$ cat src/rtl/pcie_phy_pkg.sv
// -----------------------------------------------------------------------------
// pcie_phy_pkg
//   Types and constants shared across the PCIe PHY transmit path.
//   - SYMBOL_WIDTH_8B10B : width of an 8b/10b encoded symbol
//   - symbol10_t         : one encoded symbol, "a" at bit 9
//   - ser_state_t        : serializer FSM states
//   - K28_5_RDN/RDP      : comma symbols for benches and idle generators
// -----------------------------------------------------------------------------
package pcie_phy_pkg;

    localparam int SYMBOL_WIDTH_8B10B = 10;

    typedef logic [9:0] symbol10_t;

    typedef enum logic [0:0] {
        SER_IDLE  = 1'b0,
        SER_SHIFT = 1'b1
    } ser_state_t;

    localparam symbol10_t K28_5_RDN = 10'b0011111010;
    localparam symbol10_t K28_5_RDP = 10'b1100000101;

endpackage

$ cat src/rtl/tx_serializer_10b.sv
// -----------------------------------------------------------------------------
// tx_serializer_10b
//   Parallel-to-serial stage behind the 8b/10b encoder. Accepts encoded
//   symbols over valid/ready, keeps one symbol in a holding register behind
//   the one being shifted, and emits one line bit per clock with no gap
//   between back-to-back symbols. Flags an underrun when the line goes idle
//   because no follow-on symbol is available.
//
// Handshake: symbol_in is transferred on a rising edge where
//   symbol_valid && symbol_ready. symbol_ready is !hold_full, a registered
//   value with no combinational path from symbol_valid; upstream must keep
//   symbol_in stable while valid is high and ready is low.
//
// Ports:
//   clk           in   line clock, one serial bit per cycle
//   reset         in   synchronous, active-high
//   symbol_in     in   [SYMBOL_WIDTH] encoded symbol
//   symbol_valid  in   symbol_in valid
//   symbol_ready  out  holding buffer empty
//   tx_en         in   allow a new symbol to start shifting
//   serial_out    out  line bit
//   serial_valid  out  serial_out carries a symbol bit
//   symbol_start  out  serial_out carries the first bit of a symbol
//   underrun      out  one-cycle pulse on the first idle cycle after starvation
// -----------------------------------------------------------------------------
module tx_serializer_10b
    import pcie_phy_pkg::*;
#(
    parameter int SYMBOL_WIDTH = SYMBOL_WIDTH_8B10B,
    parameter bit MSB_FIRST    = 1'b1
) (
    input  logic                    clk,
    input  logic                    reset,
    input  logic [SYMBOL_WIDTH-1:0] symbol_in,
    input  logic                    symbol_valid,
    output logic                    symbol_ready,
    input  logic                    tx_en,
    output logic                    serial_out,
    output logic                    serial_valid,
    output logic                    symbol_start,
    output logic                    underrun
);

    localparam int CNT_W = (SYMBOL_WIDTH > 2) ? $clog2(SYMBOL_WIDTH) : 1;
    localparam logic [CNT_W-1:0] LAST_BIT = CNT_W'(SYMBOL_WIDTH - 1);

    // Bit that goes on the line first from a freshly loaded symbol.
    function automatic logic first_bit(input logic [SYMBOL_WIDTH-1:0] sym);
        return MSB_FIRST ? sym[SYMBOL_WIDTH-1] : sym[0];
    endfunction

    // Moves the next line bit into the position first_bit() reads.
    function automatic logic [SYMBOL_WIDTH-1:0] shift_one(input logic [SYMBOL_WIDTH-1:0] sym);
        return MSB_FIRST ? {sym[SYMBOL_WIDTH-2:0], 1'b0} : {1'b0, sym[SYMBOL_WIDTH-1:1]};
    endfunction

    ser_state_t              state_q, state_d;
    logic [CNT_W-1:0]        bit_cnt_q, bit_cnt_d;
    logic [SYMBOL_WIDTH-1:0] shift_q, shift_d;
    logic [SYMBOL_WIDTH-1:0] hold_q, hold_d;
    logic                    hold_full_q, hold_full_d;
    logic                    serial_out_q, serial_out_d;
    logic                    serial_valid_q, serial_valid_d;
    logic                    symbol_start_q, symbol_start_d;
    logic                    underrun_q, underrun_d;

    logic                    accept;
    logic                    at_boundary;
    logic                    load_hold;
    logic                    load_bypass;
    logic                    load;
    logic [SYMBOL_WIDTH-1:0] load_src;

    always_ff @(posedge clk) begin
        if (reset) begin
            state_q        <= SER_IDLE;
            bit_cnt_q      <= '0;
            shift_q        <= '0;
            hold_q         <= '0;
            hold_full_q    <= 1'b0;
            serial_out_q   <= 1'b0;
            serial_valid_q <= 1'b0;
            symbol_start_q <= 1'b0;
            underrun_q     <= 1'b0;
        end else begin
            state_q        <= state_d;
            bit_cnt_q      <= bit_cnt_d;
            shift_q        <= shift_d;
            hold_q         <= hold_d;
            hold_full_q    <= hold_full_d;
            serial_out_q   <= serial_out_d;
            serial_valid_q <= serial_valid_d;
            symbol_start_q <= symbol_start_d;
            underrun_q     <= underrun_d;
        end
    end

    always_comb begin
        accept      = symbol_valid && !hold_full_q;
        // The shifter can take a new symbol when idle, or on the edge that
        // retires the last bit of the current one (gap-free hand-over).
        at_boundary = (state_q == SER_IDLE) || (bit_cnt_q == LAST_BIT);
        load_hold   = at_boundary && tx_en && hold_full_q;
        load_bypass = at_boundary && tx_en && !hold_full_q && accept;
        load        = load_hold || load_bypass;
        load_src    = hold_full_q ? hold_q : symbol_in;

        state_d        = state_q;
        bit_cnt_d      = bit_cnt_q;
        shift_d        = shift_q;
        serial_out_d   = 1'b0;
        serial_valid_d = 1'b0;
        symbol_start_d = 1'b0;
        underrun_d     = 1'b0;

        if ((state_q == SER_SHIFT) && (bit_cnt_q != LAST_BIT)) begin
            bit_cnt_d      = bit_cnt_q + 1'b1;
            serial_out_d   = first_bit(shift_q);
            shift_d        = shift_one(shift_q);
            serial_valid_d = 1'b1;
        end else if (load) begin
            state_d        = SER_SHIFT;
            bit_cnt_d      = '0;
            serial_out_d   = first_bit(load_src);
            shift_d        = shift_one(load_src);
            serial_valid_d = 1'b1;
            symbol_start_d = 1'b1;
        end else begin
            state_d   = SER_IDLE;
            bit_cnt_d = '0;
            // Starvation only: a symbol parked in hold (or arriving into it
            // this edge) while tx_en is low is a deliberate pause.
            underrun_d = (state_q == SER_SHIFT) && !hold_full_q && !accept;
        end

        hold_d      = hold_q;
        hold_full_d = hold_full_q;
        if (load_hold) begin
            hold_full_d = 1'b0;
        end else if (accept && !load_bypass) begin
            hold_d      = symbol_in;
            hold_full_d = 1'b1;
        end
    end

    assign symbol_ready = !hold_full_q;
    assign serial_out   = serial_out_q;
    assign serial_valid = serial_valid_q;
    assign symbol_start = symbol_start_q;
    assign underrun     = underrun_q;

endmodule

$ cat config.mk
export PLATFORM = sky130hd
export DESIGN_NAME = tx_serializer_10b
export DESIGN_NICKNAME = d
export VERILOG_FILES = /design/src/rtl/pcie_phy_pkg.sv /design/src/rtl/tx_serializer_10b.sv
export SDC_FILE = /design/constraint.sdc
export NUM_CORES = 1
export LEC_CHECK = 0
export CORE_UTILIZATION = 57
export CTS_CLUSTER_SIZE = 14
export DETAILED_ROUTE_END_ITERATION = 10
export PLACE_DENSITY_LB_ADDON = 0.25
export SLEW_MARGIN = 20
export SYNTH_ARGS = -nofsm -noshare
export SYNTH_HDL_FRONTEND = slang
export SYNTH_SLANG_ARGS = --single-unit
$ cat constraint.sdc
create_clock -name clk -period 3.1 [get_ports clk]
set_input_delay 0.62 -clock clk [delete_from_list [all_inputs] [get_ports clk]]
set_output_delay 0.62 -clock clk [all_outputs]
set_load 0.1 [all_outputs]
# Word-level counts from Yosys, hierarchy flattened
# Index checks and enable logic that the tools add are counted.
# word_totals
ff_bits	29
inputBits	14
output_inout_bits	5
word_cells	42
# op_classes
add_sub_neg	1
n_eq_ne	2
mux	7
n_bitwise	3
n_reduce_logical	20
# op_table
op	count
10-bit two-way mux	3
1-bit logical AND	9
2-bit OR reduction	3
4-bit by 1-bit adder with 4-bit output (second input constant)	1
4-bit == test (second input constant)	1
1-bit two-way mux	4
4-bit inequality test (second input constant)	1
1-bit zero test	3
1-bit inverter	3
3-bit OR reduction	1
1-bit logical OR	2
2-bit AND reduction	1
2-bit nonzero test	1

# Depth between registers and ports, before layout
# logic_depth
word_depth	8
mapped_depth	6
mapped_depth_nobuf	5

# Worst setup path after synthesis
# No wires, ideal clock.
# synth_path
path_type	register to output
start	reg hold_full_q
end	out symbol_ready
t_arrival_ns	1.184
t_required_ns	2.480
setup_slack_ns	1.296
stages_incl_launch_ff	4
n_path_buf	2
cell_sequence	dfxtp_1 > buf_6 > buf_2 > inv_1
# synth_between
elab_chain_cells	1
# synth_lines
element	line_no	text
start, declared	tx_serializer_10b.sv:61	logic hold_full_q, hold_full_d;
start signal, assigned	tx_serializer_10b.sv:90	hold_full_q <= hold_full_d;
1-bit zero test	tx_serializer_10b.sv:146	assign symbol_ready = !hold_full_q;
end, declared	tx_serializer_10b.sv:36	output logic symbol_ready,
# No other way between the ends.

# Worst setup path in the final report
# layout_path
start	in symbol_valid
end	reg hold_q[8]
# layout_between
elab_chain_cells	5
# layout_lines
element	line_no	text
start, declared	tx_serializer_10b.sv:35	input logic symbol_valid,
1-bit logical AND (*)	tx_serializer_10b.sv:99	accept = symbol_valid && !hold_full_q;
1-bit logical AND	tx_serializer_10b.sv:104	load_bypass = at_boundary && tx_en && !hold_full_q && accept;
1-bit zero test	tx_serializer_10b.sv:140	end else if (accept && !load_bypass) begin
1-bit logical AND (*)	tx_serializer_10b.sv:140	
2-bit AND reduction (no line) (*)	-	
end signal, assigned	tx_serializer_10b.sv:89	hold_q <= hold_d;
end, declared	tx_serializer_10b.sv:60	logic [SYMBOL_WIDTH-1:0] hold_q, hold_d;
# Mark *: on every way between the ends. The rest lies on a longest branch, timed or not.
# A chain may end at the register's enable or synchronous reset.

==> reports/qor.yml <==
antenna_found_initial: 0
ctsHoldBuffers: 0
ys.flop_type: "dfxtp_1"
cts-resized-gates: 0
die_height_um: 51.5
grt_pass1_vias: 1112
worst_pin_slew_ns: 0.732
final_nets: 183
fmax_mhz: 455
die_w_um: 51.5
cts-root-buf: "clkbuf_4"
async_flop_share_pct: 0
switchingPower_mw: 0.225
drt_pre_antenna_iters: 4
fp.coreArea_um2: 2250
cp-end-kind: "register"
num_rows: 17
drc: 0
postSynthCellCount: 148
vias: 1131
fin_skew_ns: 0.0102
relSlewSlack_pct: 51.2
mappedNetlistArea_um2: 1400
tns_ns: 0
startpoint_type: "input port"
cts.sinks: 29
start_util_pct: 61.9
cts_buffers: 5
synth.distinct_cells: 34
yosysSeqAreaShare_pct: 41.6
p_leak_nw: 0.656
slew_viol_final: 0
finalSetupViolCount: 0
path_clk_slew_ns: 0.10
layout-drive-gt1-share_pct: 11.9
placedCellCount: 188
p_per_area_nw_per_um2: 495
synth_area_leaders: "dfxtp_1 (42%), nand2b_1 (9.9%), mux2i_1 (7.2%), a22o_1 (3.8%), o221ai_1 (3.1%)"
gr-usage-all-layers_pct: 26.3
areaGrowthSynthToFinish_pct: 17.0
gp_congestion: 0.773
grt_first_pass_wirelength_um: 4940
postRouteWirelength_um: 2920
antenna_left: 0
syn-num-nets: 164
status: "finished clean"
syn_area_per_cell_um2: 9.43
arrival_ns: 2.45
io_pins: 19
clock_latency_ns: 0.33
whs_ns: 0.475
synth-edff-count: 0
overflow: 0
port_buffers: 18
swShare_pct: 27.9
ys_warn_count: 0
antenna_cells: 0
avgRoutedWirePerCell_um: 14.9
maxCapViolCount: 0
tritoncts: "yes"
rsz0062_at_grt: "false"
drt_iter0_drc: 26
critPathKind: "input port to register"
hpwl_um: 2050
synth_top_area_share_pct: 41.6
cts-htree-levels: 2
seqPwrFrac_pct: 51.0
total_power_mw: 0.808
synth_seq_cells: 29
yosys.area.top_type: "dfxtp_1"
die-area_um2: 2650
crit_fanout: 13
clockPowerShare_pct: 32.7
fin_cells: 196
grt_max_degree: 20
hold_class: "register to register"
required_ns: 3.35
min_period_ns: 2.20
combPwrFrac_pct: 16.4
vias_per_cell: 5.77
cts_setup_buffers: 0
hold_viol_final: 0
cts.path.max_buffers: 2
p_int_mw: 0.583
vdd_drop_max_mv: 0.464
fin_crit_sh_pct: 70.9
final_util_pct: 72.4
worst max-delay path, stage by stage:
cell             delay [ns]
clkdlybuf4s50_1        0.76
nand2b_2               0.18
o22ai_2                0.62
mux2i_1                0.26
cell usage in the layout (no fill, tap or decap), types with 3 or more instances in the layout:
cell type	count
a21oi_1	4
nand3b_1	3
o21ai_1	3
buf_4	7
o221ai_1	5
dfxtp_1	29
clkdlybuf4s50_1	13
nor2_1	7
nand2_1	9
clkbuf_4	5
inv_1	9
mux2i_1	10
nand2b_1	22
a22o_1	6
nand3_1	8
and3b_1	3
cell usage after synthesis (2+ instances only):
library cell / instances
dfxtp_1: 29
o22a_1: 2
nand2b_1: 22
nand3b_1: 3
buf_6: 2
buf_2: 2
clkbuf_1: 3
inv_1: 9
mux2i_1: 10
o21ai_1: 3
o221ai_1: 5
ha_1: 2
a22o_1: 6
a32o_1: 2
and2_1: 2
o21a_1: 2
nor2_1: 7
a21oi_1: 4
nand2_1: 9
nand3_1: 8
and3b_1: 3
metal layers:
metal | up-vias | GRT usage, % | routed length (um)
met2 | 28 | 42.9 | 1450
li1 | 555 | - | -
met5 | - | 0 | 0
met4 | 0 | 13.5 | 67
met3 | 6 | 9.23 | 157
met1 | 542 | 30.0 | 1250
metrics by stage:
step / area (um^2) / setup slack [ns]
3_5_place_dp: 1560 / 0.543
5_1_grt: 1630 / 0.839
2_1_floorplan: 1400 / 1.30
3_3_place_gp: 1560 / 0.645
6_report: 1630 / 0.903
4_1_cts: 1630 / 0.891
flip-flops by register name, summed over array words and instances, names as in the netlist:
register and count:
bit_cnt_q 4, hold_full_q 1, hold_q 10, serial_out 1, serial_valid 1, shift_q 9, state_q 1, symbol_start 1
underrun 1
layout make-up:
cell class	instances	area, um^2
fill	189	623
clock buffer	7	65.1
sequential	29	581
tap	28	35.0
timing repair buffer	20	183
inverter	9	33.8
multi-input combinational	102	729
clock inverter	1	5.00
power by group through the flow:
stage / combinational (mW) / sequential, mW / clock (mW)
3_3_place_gp: 0.127 / 0.419 / 0
3_5_place_dp: 0.132 / 0.419 / 0
6_report: 0.132 / 0.412 / 0.264
2_1_floorplan: 0.0836 / 0.428 / 0
5_1_grt: 0.142 / 0.414 / 0.293
4_1_cts: 0.133 / 0.411 / 0.269
final timing paths:
| path | start | to | slack, ns | cells past startpoint |
|---|---|---|---|---|
| worst max-delay path | symbol_valid | hold_q[8]$_SDFFE_PP0P_ | 0.90 | 4 |
| worst min-delay path | shift_q[3]$_SDFFE_PP0P_ | shift_q[4]$_SDFFE_PP0P_ | 0.48 | 1 |
| worst max register to register | hold_full_q$_SDFFE_PP0P_ | hold_q[8]$_SDFFE_PP0P_ | 1.29 | 3 |
| worst min register to register | shift_q[3]$_SDFFE_PP0P_ | shift_q[4]$_SDFFE_PP0P_ | 0.48 | 1 |
kinds of logic (layout without fill, tap and decap cells):
family	Yosys count	after routing	share of synthesized area, %
AOI/OAI and AO/OA	29	29	17.0
xor gates and xnor gates	2	2	1.26
adders and majority gates	2	2	1.79
buffers and inverters	17	37	6.10
DFF	29	29	41.6
muxes	10	10	7.18
and+or+nand+nor	59	59	25.0
No activity file was read; power rests on OpenSTA's default activity.
